**src/rtl/la_pkg.sv**
```systemverilog
// Shared definitions for the logic analyzer digital core: SPI trigger states,
// frame lengths and synchronizer reset values.
package la_pkg;

  typedef enum logic [1:0] {
    IDLE,
    RX,
    CHECK
  } spi_trig_state_t;

  localparam int SPI_LEN8  = 8;
  localparam int SPI_LEN16 = 16;

  // Reset values match the idle bus: SS_n deasserted, SCLK and MOSI low.
  localparam logic SYNC_RST_SS   = 1'b1;
  localparam logic SYNC_RST_SCLK = 1'b0;
  localparam logic SYNC_RST_MOSI = 1'b0;

endpackage

```
**src/rtl/la_sync_edge.sv**
```systemverilog
// Two-flop synchronizer for an asynchronous input plus a history flop that
// yields single-cycle rise/fall strobes from the synchronized value.
module la_sync_edge #(
  parameter logic RST_VAL = 1'b0
) (
  input  logic clk,
  input  logic rst,
  input  logic din,
  output logic sync,
  output logic rise,
  output logic fall
);

  logic meta;
  logic hist;

  // NOTE: non-blocking assignments make the three flops a true shift chain;
  // blocking ones would collapse it into a single stage.
  always_ff @(posedge clk) begin
    if (rst) begin
      meta <= RST_VAL;
      sync <= RST_VAL;
      hist <= RST_VAL;
    end else begin
      meta <= din;
      sync <= meta;
      hist <= sync;
    end
  end

  assign rise = sync & ~hist;
  assign fall = ~sync & hist;

endmodule

```
**src/rtl/spi_prot_trig.sv**
```systemverilog
// Passive SPI frame decoder that pulses SPItrig when a frame matches match/mask.
// Optional matched-frame counter frm_cnt is built when SPI_TRIG_CNT_EN is defined.
module spi_prot_trig
  import la_pkg::*;
#(
  parameter int WIDTH = 16
) (
  input  logic             clk,
  input  logic             rst,
  input  logic             SS_n,
  input  logic             SCLK,
  input  logic             MOSI,
  input  logic             pos_edge,
  input  logic             len8,
  input  logic [WIDTH-1:0] match,
  input  logic [WIDTH-1:0] mask,
  input  logic             armed,
  output logic             SPItrig
`ifdef SPI_TRIG_CNT_EN
  ,
  output logic [7:0]       frm_cnt
`endif
);

  logic ss_sync, ss_rise, ss_fall;
  logic sclk_sync, sclk_rise, sclk_fall;
  logic mosi_sync, mosi_rise, mosi_fall;

  la_sync_edge #(.RST_VAL(SYNC_RST_SS)) u_sync_ss (
    .clk(clk), .rst(rst), .din(SS_n),
    .sync(ss_sync), .rise(ss_rise), .fall(ss_fall)
  );

  la_sync_edge #(.RST_VAL(SYNC_RST_SCLK)) u_sync_sclk (
    .clk(clk), .rst(rst), .din(SCLK),
    .sync(sclk_sync), .rise(sclk_rise), .fall(sclk_fall)
  );

  la_sync_edge #(.RST_VAL(SYNC_RST_MOSI)) u_sync_mosi (
    .clk(clk), .rst(rst), .din(MOSI),
    .sync(mosi_sync), .rise(mosi_rise), .fall(mosi_fall)
  );

  logic unused_edges;
  assign unused_edges = ^{ss_sync, sclk_sync, mosi_rise, mosi_fall};

  spi_trig_state_t  state, state_nxt;
  logic [WIDTH-1:0] shft, shft_nxt;
  logic [4:0]       bit_cnt, cnt_nxt;
  logic             trig_nxt;

  logic             sclk_sel;
  logic             len_ok;
  logic [WIDTH-1:0] lane;
  logic [WIDTH-1:0] diff;
  logic             frame_hit;

  assign sclk_sel = pos_edge ? sclk_rise : sclk_fall;

  // Exact bit count rejects both short and over-length frames.
  assign len_ok    = (bit_cnt == (len8 ? 5'(SPI_LEN8) : 5'(SPI_LEN16)));
  assign lane      = {{(WIDTH-8){~len8}}, 8'hFF};
  assign diff      = (shft ^ match) & ~mask & lane;
  assign frame_hit = armed & len_ok & (diff == '0);

  always_ff @(posedge clk) begin
    if (rst) begin
      state   <= IDLE;
      shft    <= '0;
      bit_cnt <= '0;
      SPItrig <= 1'b0;
    end else begin
      state   <= state_nxt;
      shft    <= shft_nxt;
      bit_cnt <= cnt_nxt;
      SPItrig <= trig_nxt;
    end
  end

  // NOTE: every output of this block gets a default first so no path can
  // leave one unassigned and infer a latch.
  always_comb begin
    state_nxt = state;
    shft_nxt  = shft;
    cnt_nxt   = bit_cnt;
    trig_nxt  = 1'b0;
    unique case (state)
      IDLE: begin
        shft_nxt = '0;
        cnt_nxt  = '0;
        if (ss_fall) state_nxt = RX;
      end
      RX: begin
        // An SCLK edge landing with the SS_n rise belongs to no frame.
        if (ss_rise) begin
          state_nxt = CHECK;
        end else if (sclk_sel) begin
          shft_nxt = {shft[WIDTH-2:0], mosi_sync};
          if (bit_cnt != 5'd31) cnt_nxt = bit_cnt + 5'd1;
        end
      end
      CHECK: begin
        trig_nxt  = frame_hit;
        state_nxt = IDLE;
      end
      default: state_nxt = IDLE;
    endcase
  end

`ifdef SPI_TRIG_CNT_EN
  always_ff @(posedge clk) begin
    if (rst || !armed) begin
      frm_cnt <= '0;
    end else if (trig_nxt && (frm_cnt != 8'hFF)) begin
      frm_cnt <= frm_cnt + 8'd1;
    end
  end
`endif

endmodule

```
**config.mk**
```make
export PLATFORM = sky130hd
export DESIGN_NAME = spi_prot_trig
export DESIGN_NICKNAME = d
export VERILOG_FILES = /design/src/rtl/la_pkg.sv /design/src/rtl/la_sync_edge.sv /design/src/rtl/spi_prot_trig.sv
export SDC_FILE = /design/constraint.sdc
export NUM_CORES = 1
export LEC_CHECK = 0
export BUFFER_PORTS_ARGS = -buffer_cell sky130_fd_sc_hd__buf_2
export CORE_ASPECT_RATIO = 0.8
export CORE_MARGIN = 3
export CORE_UTILIZATION = 50
export DETAILED_ROUTE_END_ITERATION = 10
export GPL_TIMING_DRIVEN = 0
export HOLD_SLACK_MARGIN = 0.06
export MAX_ROUTING_LAYER = met4
export PLACE_DENSITY = 0.77
export SYNTH_ARGS = -nofsm -noshare
export SYNTH_HDL_FRONTEND = slang
export SYNTH_SLANG_ARGS = --single-unit
```
**constraint.sdc**
```tcl
create_clock -name clk -period 2 [get_ports clk]
set_clock_uncertainty 0.1 [all_clocks]
set_input_delay 0.2 -clock clk [delete_from_list [all_inputs] [get_ports clk]]
set_output_delay 0.2 -clock clk [all_outputs]
set_load 0.03 [all_outputs]
```
# ---- Word-level counts from Yosys, hierarchy flattened
# Cells that the tools add are included.
dict set report word_totals {
  ff_bits 32
  inputBits 40
  output_inout_bits 1
  wordCells 57
}
dict set report op_classes {
  addsub 1
  eq_ne 9
  muxes 12
  bitwise_logic 16
  reduce_logical 7
}
# op count
set op_table {}
lappend op_table {{$and A16 B16 Y16} 2}
lappend op_table {{$mux W16} 2}
lappend op_table {{$pmux W16 S2} 1}
lappend op_table {{$mux W5} 4}
lappend op_table {{$logic_not A16 Y1} 1}
lappend op_table {{$not A16 Y16} 1}
lappend op_table {{$xor A16 B16 Y16} 1}
lappend op_table {{$ne A2 B2 Y1 const B} 5}
lappend op_table {{$pmux W5 S2} 1}
lappend op_table {{$and A1 B1 Y1} 6}
lappend op_table {{$not A1 Y1} 6}
lappend op_table {{$add A5 B1 Y5 const B} 1}
lappend op_table {{$eq A5 B5 Y1} 1}
lappend op_table {{$ne A5 B5 Y1 const B} 1}
lappend op_table {{$mux W2} 2}
lappend op_table {{$pmux W2 S2} 1}
lappend op_table {{$reduce_and A4 Y1} 1}
lappend op_table {{$reduce_and A3 Y1} 1}
lappend op_table {{$eq A2 B1 Y1 const B} 1}
lappend op_table {{$eq A2 B2 Y1 const B} 1}
lappend op_table {{$logic_not A2 Y1} 1}
lappend op_table {{$reduce_and A2 Y1} 1}
lappend op_table {{$reduce_bool A2 Y1} 1}
lappend op_table {{$reduce_or A2 Y1} 1}
lappend op_table {{$mux W1} 1}

# ---- Longest topological paths before layout
# Gate-level depths: netlist of run 1.
dict set report depth {
  word_depth 6
  depth_mapped 7
}

# ---- Modules after synthesis
# Synthesis of run 1 repeated with hierarchy kept, for this count alone.
dict set report unflattened {
  cells_unflattened 174
  hier_area_um2 1532.7
}
# mod n_inst cells_each area_each_um2 seq_area_each_um2
set by_module_without_submodules {}
lappend by_module_without_submodules {spi_prot_trig 1 150 1257.5 480.5}
lappend by_module_without_submodules {{la_sync_edge at u_sync_mosi ...} 2 8 91.3 60.1}
lappend by_module_without_submodules {{la_sync_edge at u_sync_ss} 1 8 92.6 60.1}

# ---- Worst setup path after synthesis of run 1
# Ideal clock, no wire load.
dict set report synth_path {
  path_type {register to register}
  startpoint {register u_sync_sclk.sync}
  endpoint {register bit_cnt[2]}
  setup_ns 0.131
  arrival_time_ns 1.458
  slack_ns 0.311
  path_stages_with_launch 6
  path_buffers 1
  synth_period_minus_slack_ns 1.689
  cell_sequence {dfxtp_1 or3b_1 a221o_1 clkbuf_1 o21ai_0 a311oi_1}
}
dict set report synth_via {
  elab_chain_cells 5
}
# item line_no
set synth_lines {}
lappend synth_lines {{start, declared} la_sync_edge.sv:9} ;# output logic sync,
lappend synth_lines {{start signal, assigned} la_sync_edge.sv:26} ;# sync <= meta;
lappend synth_lines {{$not A1 Y1} la_sync_edge.sv:32} ;# assign fall = ~sync & hist;
lappend synth_lines {{$and A1 B1 Y1} la_sync_edge.sv:32}
lappend synth_lines {{$mux W1 (*)} spi_prot_trig.sv:58} ;# assign sclk_sel = pos_edge ? sclk_rise : sclk_fall;
lappend synth_lines {{$ne A2 B2 Y1 (no line) (*)} n/a}
lappend synth_lines {{$reduce_and A4 Y1 (no line) (*)} n/a}
lappend synth_lines {{end signal, assigned} spi_prot_trig.sv:75} ;# bit_cnt <= cnt_nxt;
lappend synth_lines {{end, declared} spi_prot_trig.sv:49} ;# logic [4:0] bit_cnt, cnt_nxt;
# Mark *: on every way between the ends. The rest lies on a longest branch, timed or not.
# A chain may end at the register's enable or synchronous reset.

# ---- Worst setup path after layout of run 1
dict set report layout_path {
  startpoint {register u_sync_sclk.sync}
  endpoint {register bit_cnt[4]}
}
# Same word-level chain as after synthesis.

==> impl_summary.log, run 1 <==
INFO  metric run_status = complete, no violations
INFO  metric start_util = about 55%
INFO  metric wl = about 3.4 mm
INFO  metric fp.dieArea = 3570 um^2
INFO  metric clock_latency = 330 ps
INFO  metric post_synth_main_area_contributors = sky130_fd_sc_hd__dfxtp_1, sky130_fd_sc_hd__xnor2_1, sky130_fd_sc_hd__a21oi_1
INFO  metric regToRegSetupSlack = 110 ps
INFO  metric crit-reg2reg-capture = bit_cnt[4]
INFO  metric timing.setup.critical_path_class = register to register
INFO  metric sw_frac_of_total = between 20 and 25%
INFO  metric mappedNetlistNets = 210
INFO  metric grt_pass1_wl = 5.51 mm
INFO  metric path_delay_family = compound AO/OA/AOI/OAI gates
INFO  metric antenna_cells_inserted = 0
INFO  metric timing_worst_slew_pin_value = approximately 500 ps
INFO  metric synth.ff_latch_count = 32
INFO  metric routed_via_density = about 5.4
INFO  metric seq_power_share = between 50 and 60%
INFO  metric filler_cell_count = 210
INFO  metric reg2reg_depth = 5
INFO  metric cellLeakagePower = between 0.6 and 0.7 nW
INFO  metric postSynthCellCount = 167
INFO  metric layout-drive-gt1-share = 24.1%
INFO  metric synth.top_cell.area_share = 44.4%
INFO  metric routabilityCongestion = 0.820
INFO  metric power.share.combinational = approximately a tenth
INFO  metric tritoncts = built
INFO  metric synth_edf_count = 0
INFO  metric detail_route.first_pass.iterations = 4
INFO  metric number_of_non_filler_instances_in_the_completed_layout = 256
INFO  metric power_density = 633 nW/um^2
INFO  metric worst_hold_path_type = input port to register
INFO  metric syn_area = 1440 um^2
INFO  metric start_kind = register
INFO  metric num_rows = 16
INFO  metric worst-endpoint-arrival = just under 2000 ps
INFO  metric violation_count_after_the_first_detailed_route_iteration = 117
INFO  metric vdd_ir_drop_max = 0.360 mV
INFO  metric post-synth-top-area-cell = sky130_fd_sc_hd__dfxtp_1
INFO  metric grt_max_degree = 11
INFO  metric area.growth.synth_to_final = 24.9%
INFO  metric post-place-cells = between 200 and 250
INFO  metric clkSinkCount = 32
INFO  metric dr_total_vias = about 1,400
INFO  metric die_width = 66.1 um
INFO  metric layout_commonest_cell = sky130_fd_sc_hd__buf_2
INFO  metric timing.rr.start = u_sync_sclk.sync
INFO  metric clockBufferDepth = 2
INFO  metric path_depth = 5
INFO  metric setup_repair_after_global_routing_missed_its_margin = no
INFO  metric multiInputGateArea = 741 um^2
INFO  metric max_clock_freq = 528 MHz
INFO  metric detailedPlace.worstSlack = roughly 110 ps
INFO  metric finalHoldViolCount = 0
INFO  metric setup-tns-final = 0 ps
INFO  metric finalSetupViolCount = 0
INFO  metric cp_slowest_stage_delay = roughly 400 ps
INFO  metric final_nets = 262
INFO  metric finalMaxSlewViolations = 0
INFO  metric worst-path-max-fanout = 10
INFO  metric holdPathStages = 4
INFO  metric drv.max_cap_violation_count = 0
INFO  metric finalCriticalPeriod = between 1500 and 2000 ps
INFO  metric crit_path_cell_trace = or3b_1 -> a221o_1 -> clkbuf_2 -> o211ai_1 -> a21oi_1
INFO  metric number_of_antenna_violations_at_the_first_check_in_global_routing = 0
INFO  metric gr-usage-all-layers = 21.3%
INFO  metric io_pins = 41
INFO  metric post_cts.repair.setup_buffers = 0
INFO  metric timing.final.crit_share = 94.7%
INFO  metric power_switching = 0.263 mW
INFO  metric h-tree-depth = 2
INFO  metric pwr-share-clk = 33.7%
INFO  metric max_slew_margin = 67.0%
INFO  metric dominantRegCellSynth = sky130_fd_sc_hd__dfxtp_1
INFO  metric overflow = 0
INFO  metric layout_common_cells = sky130_fd_sc_hd__buf_2, sky130_fd_sc_hd__dfxtp_1, sky130_fd_sc_hd__nand3_1, sky130_fd_sc_hd__a21oi_1, sky130_fd_sc_hd__nand2_1
INFO  metric grt_pass1_vias = 1,272
INFO  metric layout.area.seq = 641 um^2
INFO  metric holdCritStartpoint = mask[1]
INFO  metric cp_num_buf_inv = 1
INFO  metric postSynth.asyncResetShare = 0%
INFO  metric number_of_clock_buffers_inserted_by_tritoncts = 5
INFO  metric drc = 0
INFO  metric critical-path-slowest-cell = sky130_fd_sc_hd__or3b_1
INFO  metric placeableCoreArea = approximately 2600 um^2
INFO  metric timing.final.ws_setup = roughly 110 ps
INFO  metric cts-root-buf = sky130_fd_sc_hd__clkbuf_4
INFO  metric data_required_time_of_the_worst_path = about 2100 ps
INFO  metric mean_instance_size_in_the_synthesized_netlist = around 8.6 um^2
INFO  metric synth_cell_types = 34
INFO  metric place_hpwl = 2.58 mm
INFO  metric io_buffer_count = 40
INFO  metric route.antenna.remaining_nets = 0
INFO  metric synth-seq-area-share = 44.4%
INFO  metric p_int = 0.878 mW
INFO  metric cts.reportedPaths.clkPinSlew = 100 ps
INFO  metric hold_end = SPItrig
INFO  metric die-height = between 50 and 60 um
INFO  metric post_drt_wl_per_cell = roughly 13 um
INFO  metric setup.worst_path.end_class = register
INFO  metric yosysWarnings = 0
## power groups by stage
stage	clock (mW)	combinational [mW]	sequential (mW)
floorplan	0	0.0482	0.662
global placement	0	0.0949	0.663
detailed placement	0	0.0985	0.664
CTS	0.394	0.106	0.649
global route	0.423	0.118	0.651
finish	0.384	0.106	0.649
## cells in the mapped netlist, drive strengths merged (2+ instances only)
cell,count
nand2,17
inv,7
or2,4
nor2,2
ha,3
nor4,2
dfxtp,32
o211ai,3
clkbuf,7
a311oi,2
nor2b,5
o22ai,7
nor3,2
a21oi,20
buf,2
xnor2,16
nand3,20
## worst max path at each step
stage	start	to	slack (ps)
final	u_sync_sclk.sync	bit_cnt[4]	110
after global routing	u_sync_sclk.sync	bit_cnt[2]	20
after CTS	u_sync_sclk.sync	bit_cnt[2]	60
after detailed placement	u_sync_sclk.sync	bit_cnt[4]	110
after global placement	u_sync_sclk.sync	bit_cnt[2]	140
after floorplan	u_sync_sclk.sync	bit_cnt[2]	310
## routing by layer
layer	vias up	track usage [%]	wire (um)
met5	-	-	0
met4	0	7.09	60
met3	7	7.31	283
met2	49	35.3	1600
met1	635	24.4	1480
li1	693	-	-
## stage by stage
step | hold WS [ps] | utilization (%) | total power [mW] | cell area, um^2
3_3_place_gp | 285 | 64.9 | 0.758 | 1690
6_report | 157 | 69.2 | 1.14 | 1800
4_1_cts | 158 | 69.0 | 1.15 | 1800
5_1_grt | 159 | 69.2 | 1.19 | 1800
3_5_place_dp | 291 | 64.9 | 0.763 | 1690
2_1_floorplan | 172 | - | 0.711 | 1440
## what timing repair did
item,4_1_cts,5_1_grt
hold buffers,5,0
endpoints found under the hold margin,4,0
endpoints found under the setup margin,0,7
gates resized for setup,0,7
## cell families after synthesis
group | synth area share [%]
and+or+nand+nor | 21.1
AOI/OAI and AO/OA | 17.3
DFF | 44.4
xor gates and xnor gates | 9.71
buffers and inverters | 4.25
adders and majority gates | 3.30
## flip-flops by register name, summed over array words and instances, names as in the netlist
register          flops
u_sync_sclk.sync      1
u_sync_mosi.sync      1
u_sync_sclk.meta      1
u_sync_sclk.hist      1
SPItrig               1
state                 2
u_sync_ss.hist        1
bit_cnt               5
shft                 16
u_sync_mosi.meta      1
u_sync_ss.sync        1
u_sync_ss.meta        1
## layout make-up
type / count / area share [%]
inverter: 7 / 1.46
multi-input combinational: 119 / 41.1
sequential: 32 / 35.6
timing repair buffer: 45 / 13.9
tap: 36 / 2.50
clock buffer: 8 / 3.26
buffer: 9 / 2.22
## worst reg2reg max path: cells and delay by family, from the launching register on
kind | cells | cell delay (ps)
DFF | 1 | 340
AOI/OAI and AO/OA | 3 | 700
and+or+nand+nor | 1 | 400
buffers and inverters | 1 | 220
No activity file was read; power rests on OpenSTA's default activity.
==> run 2: changes to the inputs <==
- ABC_AREA: default -> 1
- CORE_UTILIZATION: 50 -> 52
- PLACE_DENSITY: 0.77 -> 0.78
==> run 2 against run 1 <==
  * Via count grew 21%
  * Core utilization grew 0.54 points
  * Sequential power is essentially flat
  * Die area grew 10%
  * Flip-flop and latch count is the same
  * Setup slack gained 220 ps
  * Non-clock buffer count shrank 6
  * Final area grew 13%
  * Critical path depth grew 3
  * Hold slack gained 42 ps
  * Cell count grew 34%
  * Combinational power grew 25%
  * Largest power group unchanged
==> impl_summary.log, run 2 <==
INFO  metric globalRouteMet2Util = 31.5% (-3.8 points)
INFO  metric worst-endpoint-arrival = 1750 ps (-240 ps)
INFO  metric postSynthCellCount = 256 (+53%)
INFO  metric clockBufferDepth = 2 (unchanged)
INFO  metric clock_latency = 280 ps (-50 ps)
INFO  metric finalSetupViolCount = 0 (unchanged)
INFO  metric worst_hold_path_type = input port to register
INFO  metric fp.dieArea = 3930 um^2 (+10%)
INFO  metric max_clock_freq = 598 MHz (+13%)
INFO  metric grt_max_degree = 11 (unchanged)
INFO  metric violation_count_after_the_first_detailed_route_iteration = 105 (-10%)
INFO  metric placeableCoreArea = 2910 um^2 (+12%)
INFO  metric layout_commonest_cell = sky130_fd_sc_hd__nand2_1
INFO  metric dominantRegCellSynth = sky130_fd_sc_hd__dfxtp_1
INFO  metric cp_slowest_stage_delay = 340 ps (-60 ps)
INFO  metric data_required_time_of_the_worst_path = 2080 ps (-20 ps)
INFO  metric mappedNetlistNets = 299 (+42%)
INFO  metric vdd_ir_drop_max = 0.521 mV (+44%)
INFO  metric route.antenna.remaining_nets = 0 (unchanged)
INFO  metric gr-usage-all-layers = 20.9% (-0.41 points)
INFO  metric grt_pass1_vias = 1,515 (+19%)
INFO  metric cp_num_buf_inv = 0 (-1)
INFO  metric largest_registers = shft (16), bit_cnt (5), state (2)
INFO  metric number_of_antenna_violations_at_the_first_check_in_global_routing = 0 (unchanged)
INFO  metric regToRegSetupSlack = 330 ps (+220 ps)
INFO  metric synth-seq-area-share = 38.4% (-6.0 points)
INFO  metric area.growth.synth_to_final = 21.9%
INFO  metric post_cts.repair.setup_buffers = 0 (unchanged)
INFO  metric finalCriticalPeriod = 1670 ps (-220 ps)
INFO  metric synth_edf_count = 0 (unchanged)
INFO  metric antenna_cells_inserted = 0 (unchanged)
INFO  metric grt_pass1_wl = 6.47 mm (+17%)
INFO  metric yosysWarnings = 0 (unchanged)
INFO  metric setup-tns-final = 0 ps (unchanged)
INFO  metric routabilityCongestion = 0.872 (+6.4%)
INFO  metric h-tree-depth = 2 (unchanged)
INFO  metric synth.ff_latch_count = 32 (unchanged)
INFO  metric post-synth-top-count-cell = sky130_fd_sc_hd__nand2_1
INFO  metric post-synth-top-area-cell = sky130_fd_sc_hd__dfxtp_1
INFO  metric cts-root-buf = sky130_fd_sc_hd__clkbuf_8
INFO  metric cellLeakagePower = 0.980 nW (+44%)
INFO  metric crit_path_cell_trace = ha_1 -> nand2_1 -> nor2_1 -> ha_1 -> a21oi_1 -> nand3_1 -> nor2_1 -> nor2_1
INFO  metric die-height = 56.7 um (+4.8%)
INFO  metric path_delay_family = simple AND/OR/NAND/NOR gates
INFO  metric timing.setup.critical_path_class = register to register
INFO  metric detail_route.first_pass.iterations = 5 (+1)
INFO  metric num_rows = 17 (+1)
INFO  metric io_buffer_count = 39 (-2.5%)
INFO  metric regMostFlops = shft
INFO  metric sw_frac_of_total = 23.6% (+0.55 points)
INFO  metric seq_power_share = 50.7% (-6.2 points)
INFO  metric power.share.combinational = 10.3% (+1.0 points)
INFO  metric grtUsageMet1 = 26.5% (+2.0 points)
INFO  metric postSynth.asyncResetShare = 0% (unchanged)
INFO  metric die_width = 69.3 um (+4.9%)
INFO  metric wl = 3.71 mm (+8.4%)
INFO  metric setup.worst_path.end_class = register
INFO  metric clkSinkCount = 32 (unchanged)
INFO  metric finalMaxSlewViolations = 0 (unchanged)
INFO  metric synth_cell_types = 21 (-38%)
INFO  metric cts.reportedPaths.clkPinSlew = 60 ps (-40 ps)
INFO  metric final_util = 69.8% (+0.54 points)
INFO  metric routed_via_density = 4.89 (-9.6%)
INFO  metric power_switching = 0.302 mW (+15%)
INFO  metric io_pins = 41 (unchanged)
INFO  metric drc = 0 (unchanged)
INFO  metric number_of_clock_buffers_inserted_by_tritoncts = 5 (unchanged)
INFO  metric finalHoldViolCount = 0 (unchanged)
INFO  metric largest_register_ffs = 16 (unchanged)
INFO  metric timing_worst_slew_pin_value = 468 ps (-26.7 ps)
INFO  metric worst-path-max-fanout = 4 (-6)
INFO  metric post_drt_wl_per_cell = 10.8 um (-19%)
INFO  metric max_slew_margin = 68.8% (+1.8 points)
INFO  metric synth.cells.most_frequent = sky130_fd_sc_hd__nand2_1, sky130_fd_sc_hd__inv_1, sky130_fd_sc_hd__nand3_1
INFO  metric overflow = 0 (unchanged)
INFO  metric start_kind = register
INFO  metric critical-path-slowest-cell = sky130_fd_sc_hd__dfxtp_1
INFO  metric start_util = 57.2% (+1.8 points)
INFO  metric mean_instance_size_in_the_synthesized_netlist = 6.52 um^2 (-25%)
INFO  metric dr_total_vias = 1,681 (+21%)
INFO  metric final_nets = 348 (+33%)
INFO  metric drv.max_cap_violation_count = 0 (unchanged)
INFO  metric layout_common_cells = sky130_fd_sc_hd__nand2_1, sky130_fd_sc_hd__inv_1, sky130_fd_sc_hd__buf_2
INFO  metric layout-drive-gt1-share = 19.6% (-4.5 points)
INFO  metric setup_repair_after_global_routing_missed_its_margin = no
INFO  metric cp_common_cell = sky130_fd_sc_hd__nor2_1
INFO  metric power_density = 631 nW/um^2 (-0.36%)
INFO  metric syn_area = 1670 um^2 (+16%)
INFO  metric post_synth_main_area_contributors = sky130_fd_sc_hd__dfxtp_1, sky130_fd_sc_hd__nand2_1, sky130_fd_sc_hd__nand3_1
INFO  metric synth.top_cell.area_share = 38.4% (-6.0 points)
INFO  metric place_hpwl = 2.78 mm (+7.7%)
INFO  metric run_status = complete, no violations
INFO  metric tritoncts = built
INFO  metric p_int = 0.980 mW (+12%)
INFO  metric grt.met3_usage = 6.26% (-1.0 points)
INFO  metric timing.final.crit_share = 83.6% (-11 points)
INFO  metric grt.busiest_layer = met2
INFO  metric pwr-share-clk = 39.0% (+5.3 points)
==> run 2: changes by cell type after synthesis, sizes merged, moves of 5 or more <==
cell,before,now
inv,7,40
nand2,17,66
nand3,20,35
nand4,0,7
nor2,2,32
nor2b,5,0
o22ai,7,0
xnor2,16,1
==> run 2: layout make-up <==
| cell class | count | area [um^2] |
|---|---|---|
| Buffer | 6 | 33.8 |
| Clock buffer | 6 | 82.6 |
| Clock inverter | 2 | 10.0 |
| Fill cell | 256 | 881 |
| Inverter | 42 | 158 |
| Multi-Input combinational cell | 176 | 836 |
| Sequential cell | 32 | 641 |
| Tap cell | 38 | 47.5 |
| Timing Repair Buffer | 42 | 225 |
==> run 2: cells by family (layout without fill, tap and decap cells) <==
family	Yosys count	after routing	share of synthesized area, %
compound gates	24	24	8.10
xor+xnor	1	1	0.525
fa+ha+maj	3	3	2.25
buf+inv	48	98	11.5
flops	32	32	38.4
simple gates	148	148	39.2
==> run 2: worst reg2reg max path: cells and delay by family, from the launching register on <==
kind / cells / cell delay, ps
simple gates: 5 / 520
fa+ha+maj: 2 / 420
compound gates: 1 / 190
flops: 1 / 340
==> run 2: metal layers <==
metal / vias up / share of wire (%)
li1: 898 / -
met1: 731 / 50
met2: 47 / 42
met3: 5 / 6.8
met4: 0 / 1.2
met5: - / 0
==> run 2: worst paths after layout <==
check | startpoint | cells after the start | end
worst max-delay path | bit_cnt[0] | 8 | bit_cnt[3]
worst min-delay path | rst | 2 | shft[15]
worst max register to register | bit_cnt[0] | 8 | bit_cnt[3]
worst min register to register | u_sync_mosi.meta | 2 | u_sync_mosi.sync
==> run 2: repair_timing <==
action / 4_1_cts / 5_1_grt
hold buffers: 3 / 0
endpoints found under the hold margin: 3 / 0
resized for setup: 0 / 0
==> run 2: power by group through the flow <==
stage / registers (mW) / clock network [mW] / logic (mW)
2_1_floorplan: 0.663 / 0 / 0.0722
3_3_place_gp: 0.664 / 0 / 0.125
3_5_place_dp: 0.664 / 0 / 0.126
4_1_cts: 0.650 / 0.512 / 0.132
5_1_grt: 0.651 / 0.544 / 0.152
6_report: 0.650 / 0.500 / 0.132
==> run 2: through the flow <==
stage	cell area, um^2	worst slack [ps]	cells	hold slack (ps)	total power, mW
after floorplan	1670	540	256	204	0.736
after global placement	1910	349	333	286	0.789
after detailed placement	1910	366	333	290	0.791
after CTS	2030	336	344	193	1.29
after global routing	2030	201	344	221	1.35
final	2030	327	344	198	1.28
